**src/rtl/edge_walker.sv**
```systemverilog
`default_nettype none
// ============================================================================
//  Module   : edge_walker
//  Purpose  : Polyline sequencer around a Bresenham interpolator. It accepts
//             vertices with increasing x, loads one segment at a time into the
//             interpolator, steps it, and emits one ordered (x, y) pixel
//             stream for the whole polyline.
//  Ports    : clk, rst            clock, synchronous active-high reset
//             v_x/v_y/v_stb/v_last/v_ack     vertex input handshake
//             i_x1/i_y1/i_x2/i_y2/i_load     segment load to interpolator
//             i_ready/i_x/i_y/i_finished/i_next  interpolator status / step
//             p_x/p_y/p_stb/p_last/p_ack     pixel output handshake
//             drop_cnt            saturating count of rejected vertices
//  Options  : EDGE_WALKER_ENDPOINT_DEDUP_EN - when defined, the shared vertex
//             between consecutive segments is emitted only once.
//  Revision : 1.0 - initial release
// ============================================================================
module edge_walker (
  input  logic        clk,
  input  logic        rst,
  input  logic [10:0] v_x,
  input  logic [10:0] v_y,
  input  logic        v_stb,
  input  logic        v_last,
  output logic        v_ack,
  output logic [10:0] i_x1,
  output logic [10:0] i_y1,
  output logic [10:0] i_x2,
  output logic [10:0] i_y2,
  output logic        i_load,
  input  logic        i_ready,
  input  logic [10:0] i_x,
  input  logic [10:0] i_y,
  input  logic        i_finished,
  output logic        i_next,
  output logic [10:0] p_x,
  output logic [10:0] p_y,
  output logic        p_stb,
  output logic        p_last,
  input  logic        p_ack,
  output logic [7:0]  drop_cnt
);

  typedef enum logic [2:0] {
    IDLE   = 3'd0,
    WAITV  = 3'd1,
    LOAD   = 3'd2,
    DIVW   = 3'd3,
    EMIT   = 3'd4,
    SINGLE = 3'd5
  } state_t;

  state_t      state, state_nx;
  logic [10:0] prev_x, prev_y;
  logic        first;       // no segment of this polyline has completed yet
  logic        last_seg;    // current segment ends the polyline
  logic        divw_first;  // first DIVW cycle: interpolator status is stale
  logic        end_mark;    // pulses p_last with no pixel after a dropped v_last

  // Control strobes from the combinational process
  logic        accept_first;
  logic        start_seg;
  logic        drop_vtx;
  logic        seg_done;
  logic        set_mark;

`ifdef EDGE_WALKER_ENDPOINT_DEDUP_EN
  logic        at_start;    // interpolator still sits on the segment's first point
`endif

  always_comb begin
    state_nx     = state;
    v_ack        = 1'b0;
    i_load       = 1'b0;
    i_next       = 1'b0;
    p_stb        = 1'b0;
    p_last       = 1'b0;
    p_x          = 11'd0;
    p_y          = 11'd0;
    accept_first = 1'b0;
    start_seg    = 1'b0;
    drop_vtx     = 1'b0;
    seg_done     = 1'b0;
    set_mark     = 1'b0;

    case (state)
      IDLE: begin
        p_last = end_mark;
        v_ack  = v_stb & ~rst;
        if (v_stb) begin
          accept_first = 1'b1;
          state_nx     = v_last ? SINGLE : WAITV;
        end
      end

      WAITV: begin
        v_ack = v_stb & ~rst;
        if (v_stb) begin
          if (v_x <= prev_x) begin
            // Non-increasing x would make a degenerate or reversed segment.
            drop_vtx = 1'b1;
            if (v_last) begin
              if (first) begin
                state_nx = SINGLE;
              end else begin
                set_mark = 1'b1;
                state_nx = IDLE;
              end
            end
          end else begin
            start_seg = 1'b1;
            state_nx  = LOAD;
          end
        end
      end

      LOAD: begin
        i_load   = 1'b1;
        state_nx = DIVW;
      end

      DIVW: begin
        if (!divw_first && i_ready) begin
          state_nx = EMIT;
        end
      end

      EMIT: begin
        p_x = i_x;
        p_y = i_y;
`ifdef EDGE_WALKER_ENDPOINT_DEDUP_EN
        if (!first && at_start) begin
          // Shared vertex was already emitted as the previous segment's end.
          i_next = 1'b1;
        end else
`endif
        begin
          p_stb  = 1'b1;
          p_last = last_seg & i_finished;
          if (p_ack) begin
            if (!i_finished) begin
              i_next = 1'b1;
            end else begin
              seg_done = 1'b1;
              state_nx = last_seg ? IDLE : WAITV;
            end
          end
        end
      end

      SINGLE: begin
        p_x    = prev_x;
        p_y    = prev_y;
        p_stb  = 1'b1;
        p_last = 1'b1;
        if (p_ack) begin
          state_nx = IDLE;
        end
      end

      default: begin
        state_nx = IDLE;
      end
    endcase
  end

  always_ff @(posedge clk) begin
    if (rst) begin
      state      <= IDLE;
      prev_x     <= 11'd0;
      prev_y     <= 11'd0;
      first      <= 1'b1;
      last_seg   <= 1'b0;
      divw_first <= 1'b0;
      end_mark   <= 1'b0;
      i_x1       <= 11'd0;
      i_y1       <= 11'd0;
      i_x2       <= 11'd0;
      i_y2       <= 11'd0;
      drop_cnt   <= 8'd0;
    end else begin
      state      <= state_nx;
      end_mark   <= set_mark;
      divw_first <= (state == LOAD);

      if (accept_first) begin
        prev_x <= v_x;
        prev_y <= v_y;
        first  <= 1'b1;
      end

      if (drop_vtx && (drop_cnt != 8'hFF)) begin
        drop_cnt <= drop_cnt + 8'd1;
      end

      if (start_seg) begin
        i_x1     <= prev_x;
        i_y1     <= prev_y;
        i_x2     <= v_x;
        i_y2     <= v_y;
        last_seg <= v_last;
      end

      if (seg_done) begin
        prev_x <= i_x2;
        prev_y <= i_y2;
        first  <= 1'b0;
      end
    end
  end

`ifdef EDGE_WALKER_ENDPOINT_DEDUP_EN
  always_ff @(posedge clk) begin
    if (rst) begin
      at_start <= 1'b0;
    end else if (start_seg) begin
      at_start <= 1'b1;
    end else if (i_next || seg_done) begin
      at_start <= 1'b0;
    end
  end
`endif

endmodule
`default_nettype wire

```
**config.mk**
```make
export PLATFORM = sky130hd
export DESIGN_NAME = edge_walker
export DESIGN_NICKNAME = d
export VERILOG_FILES = /design/src/rtl/edge_walker.sv
export SDC_FILE = /design/constraint.sdc
export NUM_CORES = 1
export LEC_CHECK = 0
export ABC_AREA = 1
export BUFFER_PORTS_ARGS = -buffer_cell sky130_fd_sc_hd__buf_2
export CAP_MARGIN = 20
export CELL_PAD_IN_SITES_DETAIL_PLACEMENT = 0
export CELL_PAD_IN_SITES_GLOBAL_PLACEMENT = 2
export CORE_UTILIZATION = 30
export CTS_CLUSTER_SIZE = 14
export DETAILED_ROUTE_END_ITERATION = 16
export PLACE_DENSITY_LB_ADDON = 0.12
export SYNTH_ARGS = -nofsm -noshare
export SYNTH_HDL_FRONTEND = slang
export SYNTH_SLANG_ARGS = --single-unit
export TNS_END_PERCENT = 1
```
**constraint.sdc**
```tcl
create_clock -name clk -period 4.24 [get_ports clk]
set_input_delay 0.212 -clock clk [delete_from_list [all_inputs] [get_ports clk]]
set_output_delay 0.212 -clock clk [all_outputs]
set_load 0.005 [all_outputs]
```
# Yosys cells after proc, flatten, opt, wreduce, memory -nomap -nowiden

Index checks and enable logic that the tools add are counted.

$add $sub $neg: 1
Order comparisons: 1
Equality and inequality tests: 13
Multiplexer cells: 39
Bitwise gates (word level): 7
Reductions and logical operators: 9

Operator list:

| kind                                          | number |
|---|---|
| two-way mux 11 bit                            | 4 |
| one-hot mux 11 bit (2 select lines)           | 2 |
| two-way mux 3 bit                             | 10 |
| two-way mux 1 bit                             | 21 |
| one-hot mux 3 bit (6 select lines)            | 1 |
| inequality test 2 bit, second input constant  | 6 |
| <= comparator 11 bit                          | 1 |
| adder 8 x 1 -> 8 bit, second input constant   | 1 |
| inequality test 8 bit, second input constant  | 1 |
| AND reduction 7 bit                           | 1 |
| == test 3 x 2 -> 1 bit, second input constant | 2 |
| == test 3 bit, second input constant          | 2 |
| inverter 1 bit                                | 5 |
| OR reduction 5 bit                            | 1 |
| OR reduction 2 bit                            | 2 |
| == test 3 x 1 -> 1 bit, second input constant | 1 |
| logical NOT 3 bit                             | 1 |
| inequality test 3 bit, second input constant  | 1 |
| one-hot mux 1 bit (3 select lines)            | 1 |
| bitwise AND 1 bit                             | 2 |
| logical AND 1 bit                             | 2 |
| nonzero test 2 bit                            | 1 |
| logical NOT 1 bit                             | 1 |

Register bits after elaboration: 81
Word-level logic and storage cells: 82

# Depth between registers and ports, before layout

Word-level depth: 5
Mapped depth: 14
Mapped depth without buffers: 14

# Least setup slack after synthesis

OpenSTA, ideal clock, no wires.

Kind: reg-to-reg
Start: register prev_x[10]
End: register i_x1[10]
Library setup time: 0.128 ns
Arrival: 1.577 ns
Data required time: 4.112 ns
Path slack: 2.535 ns
Stages on the path, launching flop included: 13
Cell sequence: dfxtp_1 inv_1 ha_1 nand2_1 inv_2 nand2_2 nor2_2 nand2_1 nand3_2 nand4_4 buf_4 a21oi_1 nor2_1

Cells in the longest elaborated chain, start to end: 4

Ends and longest elaborated chain:

| item                     | RTL line | RTL |
|---|---|---|
| start: declaration       | 54       | `logic [10:0] prev_x, prev_y;` |
| start signal: assignment | 187      | `prev_x <= v_x;` |
| start signal: assignment | 205      | `prev_x <= i_x2;` |
| <= comparator 11 bit     | 99       | `if (v_x <= prev_x) begin` |
| two-way mux 1 bit        | 99       |  |
| two-way mux 1 bit        | 98       | `if (v_stb) begin` |
| two-way mux 1 bit        | 86       | `case (state)` |
| end signal: assignment   | 197      | `i_x1 <= prev_x;` |
| end: declaration         | 26       | `output logic [10:0] i_x1,` |

Parallel ways exist; a longest one is shown, timed or not.
A chain may end at the register's enable or synchronous reset.

# Worst setup path in the final report

Start: register state[0]
End: register prev_x[0]

Cells in the longest elaborated chain, start to end: 3
Elaborated cells between the ends (all ways): 6
Those cells by class: eq/ne: 1; mux: 3; reduce/logical: 2

Ends and longest elaborated chain:

| item                                                            | RTL line | RTL |
|---|---|---|
| start: declaration                                              | 53       | `state_t state, state_nx;` |
| start signal: assignment                                        | 182      | `state <= state_nx;` |
| == test 3 bit / logical NOT 3 bit (equally long branches)       | 86       |  |
| two-way mux 1 bit                                               | 86       |  |
| two-way mux 11 bit / nonzero test 2 bit (equally long branches) | --       |  |

Parallel ways exist; a longest one is shown, timed or not.

==> out/results.tsv <==
stage	metric	value	unit
outcome	status	finished clean	
yosys	ys_seq_area_share	40.3	%
sta	finalClockSkew	0.00436	ns
global_route	antenna_found_initial	0	
worst_setup_path	critPathKind	reg -> reg	
drt	detail-route-antenna-nets	0	
yosys	syn_avg_cell_area	7.32	µm²
worst_setup_path	cp.arrival	2.66	ns
hold_path	hold_path_depth	3	
drt	post_drt_wl_per_cell	14.2	µm
sta	finalHoldViolCount	0	
yosys	syn_nets	613	
power	pwr-share-seq	35.6	%
die	die_x	118	µm
worst_setup_path	required	4.48	ns
clocking	cts_hold_buffers	0	
power	finalPower	2.65	mW
global_route	grt_pass1_vias	3663	
yosys	syn_area	0.00403	mm²
final_layout	drive_above_1_share	25.9	%
sta	timing.slew.headroom	28.4	%
worst_setup_path	path_max_fanout	45	
sta	setup_viol	0	
worst_setup_path	r2r_cells	6	
drt	viasPerCell	4.65	
sta	period_share	57.2	%
sta	setup_slack	1.81	ns
die	fp.dieH	118	µm
die	num_rows	41	
global_route	grt_pass1_wl	19100	µm
worst_setup_path	cp-startpoint	state[0]	
yosys	synth_top_area_share	40.3	%
placement	dpl_cell_area	0.00474	mm²
clocking	clock_path_buffers	2	
die	core-area	0.0129	mm²
power	switching_share	36.0	%
power	p_leak	2.43	nW
clocking	cts_sinks	81	
die	ioPinCount	130	
worst_setup_path	crit_path_start_kind	flop	
drt	vias	3911	
clocking	path_clk_slew	0.06	ns
sta	max_clock_freq	0.412	GHz
placement	pre_cts_ws	1.35	ns
placement	place.gp.congestion	0.764	
power	p_switching	0.954	mW
clocking	root_buffer	clkbuf_16	
yosys	syn_inst	550	
drt	drt_pass1_iterations	5	
global_route	grt_use_total	17.5	%
final_layout	final_common_cell	buf_2	
global_route	grt_max_degree	72	
flow_run	drv_cap	0	
final_layout	num_antenna_cells	0	
yosys	synth_largest_area_cell	dfxtp_1	
power	comb_power_share	33.6	%
clocking	cts-buffers-inserted	9	
clocking	insertion_delay	0.34	ns
sta	fin_crit	2.43	ns
drt	drc_errors	0	
worst_setup_path	rrSetupSlack	1.81	ns
final_layout	instances_no_fill	841	
final_layout	layout_common_cells	129 x buf_2, 87 x inv_1, 85 x nand2_1	
clocking	tritoncts	yes	
power	ir_worst_vdd	0.000269	V
yosys	ys_warn_count	0	
yosys	ys_types	33	
drt	drt_wl_total	11900	µm
worst_setup_path	worstReg2RegStart	state[0]	
sta	rsz0062_at_grt	false	
sta	tns	0	ns
yosys	ys_seq_elements	81	
final_layout	area.growth.synth_to_final	25.9	%
hold_path	hp-class	in -> reg	
final_layout	final_nets	727	
global_route	overflow	0	
drt	drtIter0Drc	216	
power	p_int	1.70	mW
worst_setup_path	end_kind	flop	
yosys	ys_top_cells_by_area	dfxtp_1 40%, inv_1 8.1%, nand2_1 7.9%, o211ai_1 7.8%, a21oi_1 7.5%	
sta	worst_slew_pin_slew	1.07	ns
clocking	postCtsSetupBuffers	0	
final_layout	final_area	0.00507	mm²
power	clockPowerShare	30.9	%
hold_path	min_from	v_y[6]	
sta	finalMaxSlewViolations	0	
placement	hpwlAfterDp	8020	µm
placement	numPortBuffers	129	
die	initial_core_util	31.3	%
power	powerDensity	523	mW/mm²
clocking	htree_levels	3	
placement	post-place-cells	824	
die	die-area	0.0139	mm²
clocking	cts-resized-gates	0	
[path summary, 6_finish.rpt]
check,to
worst max-delay path,prev_x[0]
worst min register to register,end_mark
worst max register to register,prev_x[0]
worst min-delay path,i_y2[6]
[routing by layer]
layer | vias up | share of wire, % | GRT usage [%] | wire, µm
li1 | 2031 | - | - | -
met1 | 1757 | 48 | 22.9 | 5730
met2 | 106 | 45 | 27.8 | 5380
met3 | 17 | 4.9 | 4.84 | 585
met4 | 0 | 1.7 | 5.61 | 202
met5 | - | 0 | 0 | 0
[cells by family (layout without fill, tap and decap cells)]
logic type / count (synthesis) / in the layout / share of synthesized area (%)
xor+xnor: 6 / 6 / 1.31
buf+inv: 123 / 242 / 12.8
compound gates: 153 / 153 / 22.0
fa+ha+maj: 12 / 12 / 3.73
simple gates: 175 / 175 / 19.9
flops: 81 / 81 / 40.3
[cells in the mapped netlist, drive strengths merged]
cell type   n
nor2       59
ha         12
inv        92
dfxtp      81
nand3b      1
nand2      87
o21bai      1
nor3        6
o211ai     42
nand3      12
nand4      10
xor2        4
clkinv      1
a21oi      61
buf        19
xnor2       2
o221ai      1
clkbuf     11
o21ai      47
o311ai      1
[cell type report]
| type | count | area [µm²] |
|---|---|---|
| clock buffers | 14 | 274 |
| flip-flops and latches | 81 | 1620 |
| repair buffers | 133 | 688 |
| well taps | 172 | 215 |
| fillers | 1402 | 7800 |
| clock inverters | 2 | 35.0 |
| multi-input cells | 346 | 1890 |
| inverters | 93 | 349 |
[critical path: stages, from the launching register on]
cell	delay (ns)
dfxtp_1	0.34
nor2_2	0.21
inv_2	0.07
nor2_4	0.58
nand3_4	0.65
o221ai_1	0.40
inv_1	0.06
[state kept, by name, indices dropped and copies added (netlist names), 3 cells and up]
signal and cells:
state 3, i_x2 11, i_y2 11, i_x1 11
drop_cnt 8, prev_y 11, prev_x 11, i_y1 11
[stage by stage]
| stage | hold WS, ns | util (%) |
|---|---|---|
| final | 0.146 | 39.4 |
| after global routing | 0.145 | 39.4 |
| after CTS | 0.138 | 39.2 |
| after detailed placement | 0.451 | 36.8 |
| after global placement | 0.449 | 36.8 |
| after floorplan | 0.356 | - |
[power groups by stage]
stage	Clock, mW	Combinational, mW	Sequential [mW]
6_report	0.818	0.890	0.944
5_1_grt	0.876	1.02	0.959
4_1_cts	0.848	0.898	0.944
3_5_place_dp	0	0.893	0.961
3_3_place_gp	0	0.888	0.958
2_1_floorplan	0	0.625	0.954
Note: power is estimated with default switching activity, not from simulation.
